### config.mk
export PLATFORM = sky130hd
export DESIGN_NAME = add_cla_pipe
export DESIGN_NICKNAME = d
export VERILOG_FILES = /design/src/rtl/add_cla_pipe.sv
export SDC_FILE = /design/constraint.sdc
export NUM_CORES = 1
export LEC_CHECK = 0
export ABC_AREA = 1
export ABC_CLOCK_PERIOD_IN_PS = 4540
export CORE_UTILIZATION = 50
export DETAILED_ROUTE_END_ITERATION = 16
export PLACE_DENSITY_LB_ADDON = 0.15
export RECOVER_POWER = 50
export SETUP_SLACK_MARGIN = 0.5
export SLEW_MARGIN = 20
export SYNTH_ARGS = -nofsm -noshare
export SYNTH_HDL_FRONTEND = slang
export SYNTH_SLANG_ARGS = --single-unit
export TNS_END_PERCENT = 20
### constraint.sdc
create_clock -name clk -period 4.54 [get_ports clk]
set_input_delay 0.908 -clock clk [delete_from_list [all_inputs] [get_ports clk]]
set_output_delay 0.908 -clock clk [all_outputs]
set_load 0.01 [all_outputs]
### src/rtl/add_cla_pipe.sv
// Pipelined carry-lookahead adder/subtractor: one GROUP-bit lookahead slice per stage,
// one global stall, registered sum/cout/ovf/zero after WIDTH/GROUP cycles.
module add_cla_pipe #(
    parameter int WIDTH = 16,
    parameter int GROUP = 4
) (
    input  logic             clk,
    input  logic             rst_n,
    input  logic             in_valid,
    output logic             in_ready,
    input  logic [WIDTH-1:0] a,
    input  logic [WIDTH-1:0] b,
    input  logic             cin,
    input  logic             sub,
    output logic             out_valid,
    input  logic             out_ready,
    output logic [WIDTH-1:0] sum,
    output logic             cout,
    output logic             ovf,
    output logic             zero
);

    localparam int NG = WIDTH / GROUP;

    logic adv_s;

    assign adv_s    = !out_valid | out_ready;
    assign in_ready = adv_s;

    // Carry j+1 = g_j | p_j g_(j-1) | ... | p_j..p_0 c_in, each term a flat AND.
    function automatic logic [GROUP:0] cla_carry(
        input logic [GROUP-1:0] p,
        input logic [GROUP-1:0] g,
        input logic             c_in
    );
        logic [GROUP:0] c;
        logic           term;
        logic           acc;
        c    = '0;
        c[0] = c_in;
        for (int j = 0; j < GROUP; j++) begin
            term = c_in;
            for (int m = 0; m <= j; m++) begin
                term = term & p[m];
            end
            acc = term;
            for (int k = 0; k <= j; k++) begin
                term = g[k];
                for (int m = k + 1; m <= j; m++) begin
                    term = term & p[m];
                end
                acc = acc | term;
            end
            c[j+1] = acc;
        end
        return c;
    endfunction

    for (genvar gs = 0; gs < NG; gs++) begin : g_stg
        localparam int LO = gs * GROUP;
        localparam int UW = WIDTH - LO;

        logic [UW-1:0]         a_src_s;
        logic [UW-1:0]         b_src_s;
        logic                  c_src_s;
        logic                  v_src_s;
        logic [GROUP-1:0]      p_s;
        logic [GROUP-1:0]      g_s;
        logic [GROUP:0]        c_s;
        logic [GROUP-1:0]      sl_sum_s;
        logic [LO+GROUP-1:0]   acc_d;
        logic [LO+GROUP-1:0]   acc_q;
        logic                  c_q;
        logic                  v_q;

        if (gs == 0) begin : g_src
            assign a_src_s = a;
            assign b_src_s = sub ? ~b : b;
            assign c_src_s = sub ? 1'b1 : cin;
            assign v_src_s = in_valid;
            assign acc_d   = sl_sum_s;
        end else begin : g_src
            assign a_src_s = g_stg[gs-1].g_op.a_q;
            assign b_src_s = g_stg[gs-1].g_op.b_q;
            assign c_src_s = g_stg[gs-1].c_q;
            assign v_src_s = g_stg[gs-1].v_q;
            assign acc_d   = {sl_sum_s, g_stg[gs-1].acc_q};
        end

        // Slice generate/propagate, lookahead carries and sum bits.
        always_comb begin
            p_s      = a_src_s[GROUP-1:0] ^ b_src_s[GROUP-1:0];
            g_s      = a_src_s[GROUP-1:0] & b_src_s[GROUP-1:0];
            c_s      = cla_carry(p_s, g_s, c_src_s);
            sl_sum_s = p_s ^ c_s[GROUP-1:0];
        end

        // Stage valid, accumulated sum and slice carry-out; data loads even on bubbles.
        always_ff @(posedge clk) begin
            if (!rst_n) begin
                v_q   <= 1'b0;
                acc_q <= '0;
                c_q   <= 1'b0;
            end else if (adv_s) begin
                v_q   <= v_src_s;
                acc_q <= acc_d;
                c_q   <= c_s[GROUP];
            end
        end

        if (gs < NG - 1) begin : g_op
            logic [UW-GROUP-1:0] a_q;
            logic [UW-GROUP-1:0] b_q;

            // Operand bits above this slice travel untouched to later stages.
            always_ff @(posedge clk) begin
                if (!rst_n) begin
                    a_q <= '0;
                    b_q <= '0;
                end else if (adv_s) begin
                    a_q <= a_src_s[UW-1:GROUP];
                    b_q <= b_src_s[UW-1:GROUP];
                end
            end
        end else begin : g_fin
            logic ovf_d;
            logic zero_d;
            logic ovf_q;
            logic zero_q;

            // Flags are resolved here so every output comes straight from a register.
            always_comb begin
                ovf_d  = (a_src_s[GROUP-1] == b_src_s[GROUP-1]) &
                         (sl_sum_s[GROUP-1] != a_src_s[GROUP-1]);
                zero_d = (acc_d == '0);
            end

            // Output flag registers.
            always_ff @(posedge clk) begin
                if (!rst_n) begin
                    ovf_q  <= 1'b0;
                    zero_q <= 1'b0;
                end else if (adv_s) begin
                    ovf_q  <= ovf_d;
                    zero_q <= zero_d;
                end
            end

            assign out_valid = v_q;
            assign sum       = acc_q;
            assign cout      = c_q;
            assign ovf       = ovf_q;
            assign zero      = zero_q;
        end
    end

endmodule

==> flow_metrics.env, run 1 <==
export IMPL_status="finished with violations"
export IMPL_violations="capacitance limit, slew limit"
export IMPL_finalSetupViolations=0
export IMPL_utilization_pct=60.4
export IMPL_power_uw=1780
export IMPL_clkLatencyLatePin_ps=350
export IMPL_drc_errors=0
export IMPL_rsz0062_at_grt="no"
export IMPL_skew_ps=7.89
export IMPL_power_frac_comb_pct=13.6
export IMPL_yosys_cell_types_count=28
export IMPL_cts_root_buf="clkbuf_8"
export IMPL_peakVddDrop_uv=170
export IMPL_drt_iter0_drc=153
export IMPL_fin_crit_ps=2970
export IMPL_fp_dieH_um=94.7
export IMPL_grt_start_max_net_pins=120
export IMPL_r2r_cells=10
export IMPL_net_switching_power_uw=455
export IMPL_detail_route_antenna_nets=0
export IMPL_vias=3315
export IMPL_gp_congestion=0.808
export IMPL_finalSetupTns_ps=0
export IMPL_relSlewSlack_pct=-19.5
export IMPL_hold_buffers=0
export IMPL_antenna_found_initial=0
export IMPL_row_count=33
export IMPL_crit_start="out_ready"
export IMPL_dieArea_um2=8970
export IMPL_routed_wirelength_um=7870
export IMPL_syn_cell_area_um2=4300
export IMPL_die_w_um=94.7
export IMPL_power_share_clock_pct=32.0
export IMPL_syn_inst=530
export IMPL_grt_first_pass_wirelength_um=13800
export IMPL_seq_area_um2=1960
export IMPL_rr_endpoint="zero"
export IMPL_htreeDepth=3
export IMPL_tritoncts="done"
export IMPL_setup_worst_path_class="input port to output port"
export IMPL_p_sw_share_pct=25.6
export IMPL_clkTransAtPathRegs_ps=90
export IMPL_num_antenna_cells=0
export IMPL_multiInputGateArea_um2=1930
export IMPL_io_buffers=58
export IMPL_wl_per_cell_um=11.6
export IMPL_crit_end="in_ready"
export IMPL_hold_viol=0
export IMPL_numCtsBuffers=9
export IMPL_io_pins=59
export IMPL_ys_warn_count=0
export IMPL_cts_resized=0
export IMPL_overflow=0
export IMPL_grt_util_all_layers_pct=19.7
export IMPL_yosysSeqAreaShare_pct=45.6
export IMPL_clock_path_buffers=2
export IMPL_ys_ff_latch=98
export IMPL_p_seq_share_pct=54.4
export IMPL_final_common_cell="nor2_1"
export IMPL_syn_to_final_growth_pct=15.9
export IMPL_hpwl_um=5260
export IMPL_arrival_ps=2060
export IMPL_path_max_fanout=2
export IMPL_synthesis_nets=592
export IMPL_core_area_um2=8260
export IMPL_cts_sinks=98
export IMPL_fillers=782
export IMPL_layout_worst_path_cycle_share_pct=65.4
export IMPL_final_layout_size_suffix_gt1_share_pct=4.35
export IMPL_reg2reg_from="g_stg[2].c_q"
export IMPL_postSynthAreaPerCell_um2=8.11
export IMPL_ff2ff_setup_slack_ps=2850
export IMPL_p_per_area_nw_per_um2=357
export IMPL_hp_class="register to register"
export IMPL_fmax_mhz=337
export IMPL_final_cell_mix="nor2_1 (130), dfxtp_1 (98), o21ai_0 (77), clkdlybuf4s50_1 (39), inv_1 (38)"
export IMPL_slew_viol_final=59
export IMPL_leakagePower_uw=0.00238
export IMPL_grt_pass1_vias=3130
export IMPL_start_kind="input port"
export IMPL_vias_per_cell=4.88
export IMPL_firstDrtPassIters=5
export IMPL_intPower_uw=1320
export IMPL_cp_data_required_time_ps=3630
export IMPL_endpoint_kind="output port"
export IMPL_worst_pin_slew_ps=1790
export IMPL_nNetsFinal=632
export IMPL_post_cts_buffers=0
export IMPL_start_util_pct=52.1
export IMPL_drv_cap=1
## critical path, stage by stage
cell and delay [ps]:
clkdlybuf4s50_1 500, nor2_4 60, clkinv_2 60, clkdlybuf4s50_1 540
## stage by stage
step           instances  setup WS [ps]  area (µm²)  hold WS [ps]
6_report             680           1570        4980           446
5_1_grt              680           1370        4980           457
4_1_cts              680           1570        4980           447
3_5_place_dp         664           1300        4780           438
3_3_place_gp         664           1420        4780           436
2_1_floorplan        530           1980        4300           424
## registers in the layout (all words and copies together) (netlist names)
name,cells
cout,1
g_stg.acc_q,24
g_stg.c_q,3
g_stg.g_op.a_q,24
g_stg.g_op.b_q,24
g_stg.v_q,3
out_valid,1
ovf,1
sum,16
zero,1
## final cells by class
| class | instances | share of cell area (%) |
|---|---|---|
| tap | 105 | 2.64 |
| multi-input combinational | 360 | 38.8 |
| inverter | 39 | 2.96 |
| clock buffer | 11 | 2.84 |
| sequential | 98 | 39.4 |
| timing repair buffer | 62 | 12.2 |
| clock inverter | 5 | 1.23 |
## cells by family after synthesis
kind of cell,after synthesis,synth area share (%)
simple gates,178,16.3
compound gates,133,15.9
flops,98,45.6
buf+inv,72,9.40
xor+xnor,25,5.09
fa+ha+maj,24,7.68
## how the worst min path moves through the flow
stage | slack (ps) | endpoint | from | cells past startpoint
finish | 450 | g_stg[1].g_op.b_q[3] | g_stg[0].g_op.b_q[7] | 2
CTS | 450 | g_stg[1].g_op.b_q[3] | g_stg[0].g_op.b_q[7] | 2
floorplan | 420 | g_stg[1].g_op.b_q[1] | g_stg[0].g_op.b_q[5] | 2
global placement | 440 | g_stg[1].g_op.b_q[3] | g_stg[0].g_op.b_q[7] | 2
global route | 460 | g_stg[1].g_op.b_q[3] | g_stg[0].g_op.b_q[7] | 2
detailed placement | 440 | g_stg[1].g_op.b_q[3] | g_stg[0].g_op.b_q[7] | 2
## Yosys cell counts (all sizes together)
cell,count,area share [%]
nor2,131,12
dfxtp,98,46
o21ai,96,11
inv,39,3.4
nand2,38,3.4
a21oi,31,3.7
buf,27,5.4
ha,20,5.8
xnor2,17,3.5
xor2,8,1.6
nand3,7,0.93
clkbuf,6,0.55
fa,4,1.9
o21bai,4,0.70
a21o,1,0.17
a31oi,1,0.15
nand3b,1,0.17
nand4,1,0.15
## per-layer routing
metal,routed length [µm],share of wire (%),track usage (%)
met5,0,0,0
met2,3590,46,32.8
met4,99,1.3,6.57
met1,3920,50,25.4
met3,258,3.3,4.19
## power groups by stage
| stage | clock network [µW] | registers (µW) | logic, µW |
|---|---|---|---|
| final | 569 | 967 | 242 |
| after global placement | 0 | 985 | 242 |
| after detailed placement | 0 | 988 | 247 |
| after CTS | 583 | 968 | 249 |
| after floorplan | 0 | 981 | 162 |
| after global routing | 620 | 976 | 279 |
(Power assumes the default switching activity.)
==> inputs of run 2 (changes only) <==
--- a/config.mk
+++ b/config.mk
@@ -6,8 +6,8 @@
 export NUM_CORES = 1
 export LEC_CHECK = 0
 export ABC_AREA = 1
-export ABC_CLOCK_PERIOD_IN_PS = 4540
-export CORE_UTILIZATION = 50
+export ABC_CLOCK_PERIOD_IN_PS = 2600
+export CORE_UTILIZATION = 49
 export DETAILED_ROUTE_END_ITERATION = 16
 export PLACE_DENSITY_LB_ADDON = 0.15
 export RECOVER_POWER = 50
==> constraint.sdc (replaced) <==
create_clock -name clk -period 2.6 [get_ports clk]
set_input_delay 0.52 -clock clk [delete_from_list [all_inputs] [get_ports clk]]
set_output_delay 0.52 -clock clk [all_outputs]
set_load 0.01 [all_outputs]
==> run 2 against run 1 <==
  * The flow now finishes without violations
  * Clock skew is essentially flat
  * Clock power grew 65%
  * Sequential power grew 75%
  * Cell count shrank 0.29%
  * Sequential share of layout area shrank 0.12 points
  * Largest cell class unchanged
  * Largest power group unchanged
==> flow_metrics.env, run 2 (synthesis results as in run 1) <==
export IMPL_fin_crit_ps=2220
export IMPL_fillers=795
export IMPL_endpoint_kind="output port"
export IMPL_rsz0062_at_grt="no"
export IMPL_p_per_area_nw_per_um2=613
export IMPL_clock_path_buffers=2
export IMPL_core_area_um2=8340
export IMPL_firstDrtPassIters=4
export IMPL_dp_slack_ps=-33.5
export IMPL_hp_class="register to register"
export IMPL_gp_congestion=0.755
export IMPL_clkLatencyLatePin_ps=350
export IMPL_start_util_pct=51.5
export IMPL_antenna_found_initial=0
export IMPL_io_pins=59
export IMPL_slew_viol_final=0
export IMPL_grt_pass1_vias=3196
export IMPL_hold_viol=0
export IMPL_fp_dieH_um=95.7
export IMPL_cts_sinks=98
export IMPL_io_buffers=58
export IMPL_grt_start_max_net_pins=120
export IMPL_vias_per_cell=4.89
export IMPL_grt_first_pass_wirelength_um=14200
export IMPL_fin_ws_ps=385
export IMPL_drv_cap=0
export IMPL_htreeDepth=3
export IMPL_status="finished, final reports clean"
export IMPL_detail_route_antenna_nets=0
export IMPL_overflow=0
export IMPL_cp_top_family="buffers and inverters"
export IMPL_drt_iter0_drc=160
export IMPL_num_antenna_cells=0
export IMPL_grt_util_all_layers_pct=20.0
export IMPL_worst_pin_slew_ps=648
export IMPL_top_regs="g_stg.acc_q (24), g_stg.g_op.a_q (24), g_stg.g_op.b_q (24)"
export IMPL_path_buf_inv=3
export IMPL_final_common_cell="nor2_1"
export IMPL_peakVddDrop_uv=283
export IMPL_drc_errors=0
export IMPL_clkTransAtPathRegs_ps=80
export IMPL_relSlewSlack_pct=56.8
export IMPL_skew_ps=7.46
export IMPL_slowest_delay_ps=530
export IMPL_row_count=33
export IMPL_arrival_ps=1700
export IMPL_crit_chain="dlygate4sd3_1 > nor2_1 > clkinv_2 > dlygate4sd2_1"
export IMPL_finalSetupViolations=0
export IMPL_wl_per_cell_um=12.2
export IMPL_hpwl_um=5490
export IMPL_numCtsBuffers=9
export IMPL_path_max_fanout=2
export IMPL_leakagePower_uw=0.00234
export IMPL_vias=3314
export IMPL_start_kind="input port"
export IMPL_die_w_um=95.7
export IMPL_fmax_mhz=451
export IMPL_layout_worst_path_cycle_share_pct=85.2
export IMPL_cts_root_buf="clkbuf_8"
export IMPL_syn_to_final_growth_pct=16.3
export IMPL_dieArea_um2=9150
export IMPL_tritoncts="done"
export IMPL_finalSetupTns_ps=0
export IMPL_routed_wirelength_um=8240
export IMPL_crit_slowest_cell="dlygate4sd3_1"
export IMPL_hold_buffers=0
export IMPL_setup_worst_path_class="input port to output port"
export IMPL_final_layout_size_suffix_gt1_share_pct=4.54
export IMPL_utilization_pct=59.9
export IMPL_dp_cells=665
export IMPL_cp_data_required_time_ps=2080
export IMPL_final_cells=678
export IMPL_nNetsFinal=633
export IMPL_final_cell_mix="nor2_1 (131), dfxtp_1 (98), o21ai_0 (89), clkdlybuf4s50_1 (53), inv_1 (38)"
==> run 2: changes by cell type in the layout (fill, tap and decap cells not counted), moves of 12 or more <==
cell	previous run	this run
clkdlybuf4s50_1	39	53
o21ai_1	19	7
o21ai_0	77	89
dlygate4sd3_1	18	1
==> run 2: path summary, 6_finish.rpt <==
| check | slack [ps] | start | end | depth (start not counted) |
|---|---|---|---|---|
| setup reg to reg | 930 | g_stg[2].c_q | zero | 10 |
| setup / recovery | 380 | out_ready | in_ready | 4 |
| hold / removal | 450 | g_stg[0].g_op.b_q[7] | g_stg[1].g_op.b_q[3] | 2 |
| hold reg to reg | 450 | g_stg[0].g_op.b_q[7] | g_stg[1].g_op.b_q[3] | 2 |
==> run 2: tightest hold or removal path, delay by kind of cell (launching register included) <==
family / cells / cell delay, ps
DFF: 1 / 320
AOI/OAI and AO/OA: 1 / 50
buffers and inverters: 1 / 50
==> run 2: where the power goes <==
part	total, µW	leakage [µW]	switching [µW]	internal, µW
combinational	439	0.00144	219	220
sequential	1690	0.000807	66.1	1620
clock	939	0.0000901	485	454
total	3060	0.00234	770	2290
==> run 2: what timing repair did <==
item                                    CTS  global route
hold endpoints to repair                  0             0
gates resized for setup                   2             3
buffers inserted                          0             0
endpoints found under the setup margin    3             1
==> run 2: routing by layer <==
layer	global-route usage (%)	share of wire (%)	routed length, µm	vias up
li1	-	-	-	1771
met1	25.9	49	4070	1464
met2	32.5	45	3700	67
met3	4.39	3.7	305	12
met4	7.71	2.0	162	0
met5	0	0	0	-
==> run 2: layout make-up <==
type	count	area (µm²)	area share, %
timing repair buffer	63	634	12.7
inverter	39	148	2.95
multi-input combinational	360	1940	38.9
clock buffer	10	138	2.75
clock inverter	3	42.5	0.851
sequential	98	1960	39.2
tap	105	131	2.63
==> run 2: per-stage QoR <==
stage	total power [µW]	cell area, µm²	hold slack (ps)
finish	3060	5000	452
global route	3230	5000	467
CTS	3090	5010	453
detailed placement	2170	4830	439
global placement	2150	4830	436
floorplan	2000	4320	424
==> inputs of run 3 (changes only) <==
--- a/config.mk
+++ b/config.mk
@@ -11,6 +11,7 @@
 export DETAILED_ROUTE_END_ITERATION = 16
 export PLACE_DENSITY_LB_ADDON = 0.15
 export RECOVER_POWER = 50
+export REMOVE_ABC_BUFFERS = 1
 export SETUP_SLACK_MARGIN = 0.5
 export SLEW_MARGIN = 20
 export SYNTH_ARGS = -nofsm -noshare
==> run 3 against run 2 <==
  * Clock power rose by 18%
  * Cell count is 0.44% higher
  * Via count is 0.36% higher
  * Worst setup slack lost 66 ps
==> flow_metrics.env, run 3 (synthesis results as in run 1) <==
export IMPL_grt_pass1_vias=3113
export IMPL_gp_congestion=0.766
export IMPL_vias=3326
export IMPL_setup_worst_path_class="input port to output port"
export IMPL_hold_start="g_stg[0].g_op.b_q[5]"
export IMPL_drc_errors=0
export IMPL_place_area_um2=4810
export IMPL_tritoncts="done"
export IMPL_numCtsBuffers=9
export IMPL_ff2ff_setup_slack_ps=920
export IMPL_final_cells=681
export IMPL_finalInstanceArea_um2=5080
export IMPL_overflow=0
export IMPL_detail_route_antenna_nets=0
export IMPL_clkTransAtPathRegs_ps=90
export IMPL_syn_to_final_growth_pct=18.1
export IMPL_grt_start_max_net_pins=120
export IMPL_finalSetupTns_ps=0
export IMPL_io_buffers=58
export IMPL_crit_chain="dlygate4sd3_1 > nor2_4 > clkinvlp_2 > dlygate4sd2_1"
export IMPL_relSlewSlack_pct=55.4
export IMPL_power_share_clock_pct=34.5
export IMPL_p_per_area_nw_per_um2=635
export IMPL_drt_iter0_drc=147
export IMPL_drv_cap=0
export IMPL_skew_ps=9.66
export IMPL_layout_worst_path_cycle_share_pct=87.7
export IMPL_die_w_um=95.7
export IMPL_antenna_found_initial=0
export IMPL_top_regs="g_stg.acc_q (24), g_stg.g_op.a_q (24), g_stg.g_op.b_q (24)"
export IMPL_crit_slowest_cell="dlygate4sd3_1"
export IMPL_leakagePower_uw=0.00238
export IMPL_hold_depth=2
export IMPL_fmax_mhz=438
export IMPL_net_switching_power_uw=767
export IMPL_final_layout_size_suffix_gt1_share_pct=5.21
export IMPL_hold_buffers=0
export IMPL_rr_endpoint="zero"
export IMPL_finalSetupViolations=0
export IMPL_r2r_cells=10
export IMPL_path_buf_inv=3
export IMPL_status="finished, final reports clean"
export IMPL_firstDrtPassIters=4
export IMPL_num_antenna_cells=0
export IMPL_power_frac_comb_pct=13.4
export IMPL_start_kind="input port"
export IMPL_row_count=33
export IMPL_start_util_pct=51.5
export IMPL_clock_path_buffers=2
export IMPL_cts_sinks=98
export IMPL_clkLatencyLatePin_ps=350
export IMPL_io_pins=59
export IMPL_wl_per_cell_um=11.2
export IMPL_nNetsFinal=633
export IMPL_intPower_uw=2460
export IMPL_grt_first_pass_wirelength_um=13300
export IMPL_p_sw_share_pct=23.8
export IMPL_utilization_pct=60.9
export IMPL_htreeDepth=3
export IMPL_routed_wirelength_um=7660
export IMPL_arrival_ps=1760
export IMPL_hold_viol=0
export IMPL_cts_root_buf="clkbuf_8"
export IMPL_grt_util_all_layers_pct=18.7
export IMPL_cp_data_required_time_ps=2080
export IMPL_fin_crit_ps=2280
export IMPL_dp_cells=665
export IMPL_reg2reg_from="g_stg[2].c_q"
export IMPL_final_cell_mix="nor2_1 (130), dfxtp_1 (98), o21ai_0 (90), clkdlybuf4s50_1 (53), inv_1 (38)"
export IMPL_peakVddDrop_uv=297
export IMPL_min_to="g_stg[1].g_op.b_q[1]"
export IMPL_path_max_fanout=2
export IMPL_core_area_um2=8340
export IMPL_hp_class="register to register"
export IMPL_endpoint_kind="output port"
export IMPL_dieArea_um2=9150
export IMPL_hpwl_um=4860
export IMPL_vias_per_cell=4.88
export IMPL_final_common_cell="nor2_1"
export IMPL_cp_top_family="buffers and inverters"
export IMPL_slowest_delay_ps=570
export IMPL_rsz0062_at_grt="yes"
export IMPL_p_seq_share_pct=52.1
export IMPL_fp_dieH_um=95.7
export IMPL_slew_viol_final=0
export IMPL_post_cts_buffers=0
export IMPL_worst_pin_slew_ps=670
-- run 3: worst reg2reg max path, stage by stage, from the launching register on --
cell and delay [ps]:
dfxtp_1 360, inv_1 70, fa_1 560, inv_1 40, nor2_1 70, nand2_1 60, nor2_1 80, nand3_1 70
nor2_1 110, nand2_1 80, a21oi_2 100
-- run 3: area by class of cell --
| type | instances | area (µm²) |
|---|---|---|
| fillers | 788 | 3260 |
| repair buffers | 63 | 654 |
| flip-flops and latches | 98 | 1960 |
| clock buffers | 12 | 165 |
| inverters | 39 | 148 |
| well taps | 105 | 131 |
| clock inverters | 4 | 72.6 |
| multi-input cells | 360 | 1950 |
-- run 3: worst max-delay path by stage --
| stage | start | to | slack, ps | depth (start not counted) |
|---|---|---|---|---|
| after global placement | sub | g_stg[0].acc_q[3] | 120 | 12 |
| final | out_ready | in_ready | 320 | 4 |
| after floorplan | out_ready | g_stg[0].acc_q[2] | 30 | 5 |
| after global routing | out_ready | in_ready | 260 | 4 |
| after detailed placement | sub | g_stg[0].acc_q[3] | 60 | 12 |
| after CTS | sub | g_stg[0].acc_q[3] | 430 | 12 |
-- run 3: power groups by stage --
stage | sequential [µW] | clock [µW] | combinational [µW]
final | 1680 | 1110 | 432
after global routing | 1700 | 1210 | 499
after CTS | 1680 | 1150 | 436
after detailed placement | 1720 | 0 | 434
after global placement | 1710 | 0 | 421
after floorplan | 1710 | 0 | 250
-- run 3: metrics by stage --
step | setup WS [ps] | total power [µW] | hold WS (ps)
after floorplan | 25.8 | 1960 | 423
after global placement | 124 | 2140 | 432
after detailed placement | 64.7 | 2150 | 437
after CTS | 429 | 3270 | 448
after global routing | 258 | 3410 | 471
final | 319 | 3230 | 443
-- run 3: layer usage --
layer / track usage [%] / up-vias / wire (µm)
met4: 7.96 / 0 / 147
met2: 33.5 / 45 / 3630
li1: - / 1780 / -
met5: 0 / - / 0
met1: 21.9 / 1489 / 3670
met3: 3.11 / 12 / 211
-- run 3: timing repair --
action / in CTS / in global routing
resized for setup: 1 / 7
endpoints found under the setup margin: 2 / 4
pin swaps: 0 / 1
